--- config.mk ---
export PLATFORM = sky130hd
export DESIGN_NAME = normalizacion_redondeo
export DESIGN_NICKNAME = d
export VERILOG_FILES = /design/src/rtl/fp32_pkg.sv /design/src/rtl/redondeo_rne.sv /design/src/rtl/normalizacion_redondeo.sv
export SDC_FILE = /design/constraint.sdc
export NUM_CORES = 1
export LEC_CHECK = 0
export ABC_CLOCK_PERIOD_IN_PS = 7390
export CAP_MARGIN = 5
export CELL_PAD_IN_SITES_DETAIL_PLACEMENT = 1
export CELL_PAD_IN_SITES_GLOBAL_PLACEMENT = 2
export CORE_MARGIN = 2
export CORE_UTILIZATION = 33
export CTS_BUF_LIST = sky130_fd_sc_hd__clkbuf_8 sky130_fd_sc_hd__clkbuf_16
export DETAILED_ROUTE_END_ITERATION = 10
export PLACE_DENSITY = 0.95
export SLEW_MARGIN = 20
export SYNTH_ARGS = -nofsm -noshare
export SYNTH_HDL_FRONTEND = slang
export SYNTH_SLANG_ARGS = --single-unit
--- constraint.sdc ---
create_clock -name clk -period 7.39 [get_ports clk]
set_clock_uncertainty 0.05 [all_clocks]
set_input_delay 1.478 -clock clk [delete_from_list [all_inputs] [get_ports clk]]
set_output_delay 1.478 -clock clk [all_outputs]
set_load 0.005 [all_outputs]
--- src/rtl/fp32_pkg.sv ---
// Shared constants and types for the FP32 multiplier datapath.
package fp32_pkg;

  localparam int          BIAS    = 127;
  localparam int          EXP_MAX = 255;
  localparam logic [31:0] QNAN    = 32'h7FC00000;
  localparam int          FRAC_W  = 23;
  localparam int          MANT_W  = 24;
  localparam int          PROD_W  = 48;

  // Everything stage 1 hands to stage 2 apart from the exponent, whose
  // width is a parameter of the block and therefore lives beside this bundle.
  typedef struct packed {
    logic              sign;
    logic              is_nan;
    logic              is_inf;
    logic              is_zero;
    logic [FRAC_W-1:0] frac;
    logic              guard;
    logic              sticky;
  } stage1_t;

endpackage

--- src/rtl/redondeo_rne.sv ---
// Round-to-nearest-even on a normalized 23-bit fraction, with the
// renormalizing exponent bump when the rounding carries out of the fraction.
module redondeo_rne #(
  parameter int EXP_W = 10
) (
  input  logic [fp32_pkg::FRAC_W-1:0] frac_in,
  input  logic                        guard,
  input  logic                        sticky,
  input  logic signed [EXP_W-1:0]     exp_in,
  output logic [fp32_pkg::FRAC_W-1:0] frac_out,
  output logic signed [EXP_W-1:0]     exp_out,
  output logic                        inexact
);
  import fp32_pkg::*;

  logic              round_up;
  logic [MANT_W-1:0] sum;

  // Ties go to the even fraction; a carry out of the fraction (all ones + 1)
  // leaves the fraction zero and moves the binary point up by one.
  assign round_up = guard & (sticky | frac_in[0]);
  assign sum      = {1'b0, frac_in} + {{FRAC_W{1'b0}}, round_up};
  assign frac_out = sum[FRAC_W-1:0];
  assign exp_out  = exp_in + $signed({{(EXP_W-1){1'b0}}, sum[MANT_W-1]});
  assign inexact  = guard | sticky;

endmodule

--- src/rtl/normalizacion_redondeo.sv ---
// Final FP32 multiplier stage: normalize, round to nearest-even, range-check
// and pack. Two pipeline stages with valid/ready on both sides.
module normalizacion_redondeo #(
  parameter int EXP_W = 10,
  parameter int BIAS  = 127
) (
  input  logic                        clk,
  input  logic                        rst_n,
  input  logic                        Valido_in,
  output logic                        Listo_in,
  input  logic                        Signo,
  input  logic [EXP_W-1:0]            Exp_suma,
  input  logic [fp32_pkg::PROD_W-1:0] Producto,
  input  logic                        Es_nan,
  input  logic                        Es_inf,
  input  logic                        Es_cero,
  output logic                        Valido_out,
  input  logic                        Listo_out,
  output logic [31:0]                 Resultado,
  output logic                        Overflow,
  output logic                        Underflow,
  output logic                        Inexacto
);
  import fp32_pkg::*;

  // All-ones exponent; follows the bias if the block is built for another one.
  localparam logic signed [EXP_W-1:0] EXP_SAT  = EXP_W'(EXP_MAX + 2 * (BIAS - fp32_pkg::BIAS));
  localparam logic signed [EXP_W-1:0] EXP_ONE  = EXP_W'(1);
  localparam logic signed [EXP_W-1:0] EXP_ZERO = EXP_W'(0);

  logic                    en1, en2, v1, v2;
  stage1_t                 s1_d, s1_q;
  logic signed [EXP_W-1:0] exp_d, exp_q;
  logic [FRAC_W-1:0]       rnd_frac;
  logic signed [EXP_W-1:0] rnd_exp;
  logic                    rnd_inexact;
  logic [31:0]             res_d;
  logic                    ovf_d, unf_d, inx_d;

  assign en2        = !v2 || Listo_out;
  assign en1        = !v1 || en2;
  assign Listo_in   = en1;
  assign Valido_out = v2;

  // Normalize: the product is either 1x.xxx or 01.xxx, so pick the fraction
  // window by the top bit and bump the exponent when it is set.
  always_comb begin
    s1_d         = '0;
    exp_d        = $signed(Exp_suma);
    s1_d.sign    = Signo;
    s1_d.is_nan  = Es_nan;
    s1_d.is_inf  = Es_inf;
    s1_d.is_zero = Es_cero;
    if (Producto[47]) begin
      s1_d.frac   = Producto[46:24];
      s1_d.guard  = Producto[23];
      s1_d.sticky = |Producto[22:0];
      exp_d       = $signed(Exp_suma) + EXP_ONE;
    end else begin
      s1_d.frac   = Producto[45:23];
      s1_d.guard  = Producto[22];
      s1_d.sticky = |Producto[21:0];
    end
  end

  // Stage-1 valid: cleared by reset, advances whenever stage 1 may load.
  always_ff @(posedge clk) begin
    if (!rst_n) begin
      v1 <= 1'b0;
    end else if (en1) begin
      v1 <= Valido_in;
    end
  end

  // Stage-1 payload only moves on an accepted transfer.
  always_ff @(posedge clk) begin
    if (en1 && Valido_in) begin
      s1_q  <= s1_d;
      exp_q <= exp_d;
    end
  end

  redondeo_rne #(
    .EXP_W (EXP_W)
  ) u_redondeo_rne (
    .frac_in  (s1_q.frac),
    .guard    (s1_q.guard),
    .sticky   (s1_q.sticky),
    .exp_in   (exp_q),
    .frac_out (rnd_frac),
    .exp_out  (rnd_exp),
    .inexact  (rnd_inexact)
  );

  // Pack with special cases first, then range checks on the rounded exponent.
  always_comb begin
    res_d = 32'h0;
    ovf_d = 1'b0;
    unf_d = 1'b0;
    inx_d = 1'b0;
    if (s1_q.is_nan) begin
      res_d = QNAN;
    end else if (s1_q.is_inf) begin
      res_d = {s1_q.sign, 8'hFF, 23'h0};
    end else if (s1_q.is_zero) begin
      res_d = {s1_q.sign, 31'h0};
    end else if (rnd_exp >= EXP_SAT) begin
      res_d = {s1_q.sign, 8'hFF, 23'h0};
      ovf_d = 1'b1;
      inx_d = 1'b1;
    end else if (rnd_exp <= EXP_ZERO) begin
      res_d = {s1_q.sign, 31'h0};
      unf_d = 1'b1;
      inx_d = 1'b1;
    end else begin
      res_d = {s1_q.sign, rnd_exp[7:0], rnd_frac};
      inx_d = rnd_inexact;
    end
  end

  // Output stage: holds its contents while the consumer stalls.
  always_ff @(posedge clk) begin
    if (!rst_n) begin
      v2        <= 1'b0;
      Resultado <= 32'h0;
      Overflow  <= 1'b0;
      Underflow <= 1'b0;
      Inexacto  <= 1'b0;
    end else if (en2) begin
      v2 <= v1;
      if (v1) begin
        Resultado <= res_d;
        Overflow  <= ovf_d;
        Underflow <= unf_d;
        Inexacto  <= inx_d;
      end
    end
  end

endmodule

==> out/results.txt <==
Wirelength per Cell - 16.81 µm
Clock sink count - 76
Hpwl dp - 7.874 mm
Total Power - 1.058 mW
Layout net count - 529
Core area - 11520 µm²
Fmax - 222.1 MHz
Layout cells sized above 1 - 15.55%
Post-Synthesis Cells - 362
Final Slew Violations - 0
Io pins - 103
Port bufs - 102
Setup violations, final - 0
Ys async rst share - 0%
Startpoint Class - flip-flop
Maxcap violations - 0
Die Wd - 113.2 µm
Worst-Skew Late Latency - 0.33 ns
Setup CP Type - reg -> reg
Post-synth top area share - 29.77%
Clock transition at path regs - 0.06 ns
Detailed Route Iter0 Violations - 94
Yosys warnings - 0
Critical-path cell list - o21a_1, ha_1, nand3_1, or4_1, nor2_1, and3_1, ha_1, ha_1, and4_4, nand4_1, xor2_1, o41ai_2, or4b_4, o31ai_1
Most frequent CP cell - ha_1
Hold Crit Class - reg -> reg
PnR worst setup slack - 2.888 ns
Crit-path max FO - 22
Synthesized flop and latch total - 76
Synth-to-Final Area Change - 36.16%
Hold_ws - 0.4140 ns
CTS Buffer Depth - 2
TritonCTS clock tree - built
Library cells used by synthesis - 52
Rel. slew slack - 29.00%
Max incr delay on CP - 0.74 ns
# fillers - 1260
Worst EP arrival - 4.70 ns
CTS Buf Count - 9
Root buffer cell - clkbuf_16
Synth top area cells - edfxtp_1, dfxtp_1, mux2_2
Status - finished with violations
CP Capture Type - flip-flop
WP data required - 7.59 ns
Final Cycle Share - 60.92%
Worst reg2reg setup slack - 2.89 ns
Post-synth top area cell - edfxtp_1
Vias in the first global route - 3306
First-pass GRT wire length - 16.58 mm
DRC viols - 5
Overflow after GRT - 0
Power Dens Cells - 197.4 nW/µm²
Post-CTS Setup Repair Bufs - 0
Die area - 12810 µm²
EDFF count, synth - 39
RSZ-0062 raised after global routing - no
# diodes - 0
Mean area per synthesized cell - 10.87 µm²
Syn nets - 433
Total negative slack - 0 ns
Failing checks - design-rule violations
Seq. cell area - 1912 µm²
Gpl congestion - 0.8430
Largest net degree at the start of global routing - 40
Place WS - 2.927 ns
Synth Cell Area - 3934 µm²
Die Y - 113.2 µm
First-pass DRT Iterations - 7
# resized after CTS - 0
Total GRT Usage - 16.29%
Register area share after synthesis - 48.60%
Final Hold Vio Count - 0
Drt total wl - 10.19 mm
H-tree levels - 3
Area occupied by multi-input gates - 1901 µm²
Vias per inst - 5.112
Vias - 3098
Tmin final - 4.502 ns
Top FF cell, synth - edfxtp_1
VDD IR max - 0.1048 mV
Initial Util - 34.16%
Slowest cell on the critical path - or4b_4
Worst slew pin tran - 1.062 ns
# rows - 39
Hold-fix buffers, CTS - 0
Post-route ant nets - 0
Initial antenna violation count - 0
Leak Pwr - 1.819 nW
layer usage:
layer / GRT usage, % / wire [µm] / vias to the layer above
li1: - / - / 1543
met1: 21.33 / 4728 / 1461
met2: 26.75 / 4724 / 83
met3: 2.732 / 558 / 11
met4: 6.748 / 174 / 0
met5: 0 / 0 / -
kinds of logic after synthesis:
| family | after synthesis | synth area share, % |
|---|---|---|
| AO/OA/AOI/OAI | 50 | 11.39 |
| XOR/XNOR | 39 | 8.683 |
| adder cells (fa/ha/maj) | 5 | 1.590 |
| buffers and inverters | 23 | 3.085 |
| flip-flops | 76 | 48.60 |
| multiplexers | 26 | 7.411 |
| AND/OR/NAND/NOR | 143 | 19.24 |
worst paths after layout:
path                                     from            end  cells past startpoint
worst max-delay path                  s1_q[0]   Resultado[2]                     14
worst min-delay path            Resultado[31]  Resultado[31]                      2
worst max register to register        s1_q[0]   Resultado[2]                     14
worst min register to register  Resultado[31]  Resultado[31]                      2
area by class of cell:
cell class	instances	share of cell area, %
Clock buffer	10	4.672
Clock inverter	6	1.121
Inverter	3	0.2102
Multi-Input combinational cell	263	35.48
Sequential cell	76	35.69
Tap cell	143	3.340
Timing Repair Buffer	105	19.48
synth_stat cells (all sizes together), types with 3 or more instances:
| library cell | count |
|---|---|
| ha | 5 |
| buf | 7 |
| inv | 3 |
| a21oi | 6 |
| xor2 | 14 |
| and3 | 12 |
| nor3 | 9 |
| nand4 | 8 |
| o31ai | 19 |
| nand3 | 37 |
| nand2 | 26 |
| mux2 | 25 |
| edfxtp | 39 |
| clkbuf | 13 |
| a211oi | 7 |
| xnor2 | 25 |
| nor2 | 23 |
| nor4 | 10 |
| o21ai | 7 |
| and4 | 3 |
| dfxtp | 37 |
sequential cells by signal, summed over array words and instances (netlist names):
register,count
Resultado,32
s1_q,29
exp_q,10
Inexacto,1
Overflow,1
Underflow,1
Valido_out,1
v1,1
where the power goes:
part	switching, mW	leakage [nW]	internal, mW
combinational	0.0550	0.982	0.0691
sequential	0.0194	0.679	0.467
clock	0.166	0.158	0.280
placed cells by master, fill, tap and decap left out, types with 3 or more instances in the layout:
cell | synthesis | layout
mux2_2 | 25 | 25
xor2_1 | 14 | 14
ha_1 | 5 | 5
o31ai_2 | 16 | 16
nor2_1 | 23 | 23
nor4_1 | 9 | 9
o21ai_0 | 7 | 7
nand2_1 | 26 | 26
nor3_1 | 9 | 9
edfxtp_1 | 39 | 39
xnor2_1 | 25 | 25
a211oi_1 | 7 | 7
clkdlybuf4s50_1 | 0 | 102
a21oi_1 | 6 | 6
clkbuf_16 | 0 | 10
buf_4 | 1 | 3
dfxtp_1 | 37 | 37
nand4_1 | 8 | 8
clkinv_2 | 0 | 3
and3_1 | 11 | 11
nand3_1 | 37 | 37
critical path, delay by kind of cell (launching register included):
kind	cells	cell delay [ns]
simple gates	7	2.34
fa+ha+maj	3	0.76
compound gates	3	0.61
flops	1	0.35
xor+xnor	1	0.30
per-stage QoR:
stage               cells  area (µm²)  utilization [%]
CTS                   606        5356            46.51
global route          606        5356            46.51
finish                606        5356            46.51
detailed placement    590        5046            43.82
global placement      590        5046            43.82
floorplan             362        3934                -
No activity file was read; power rests on OpenSTA's default activity.
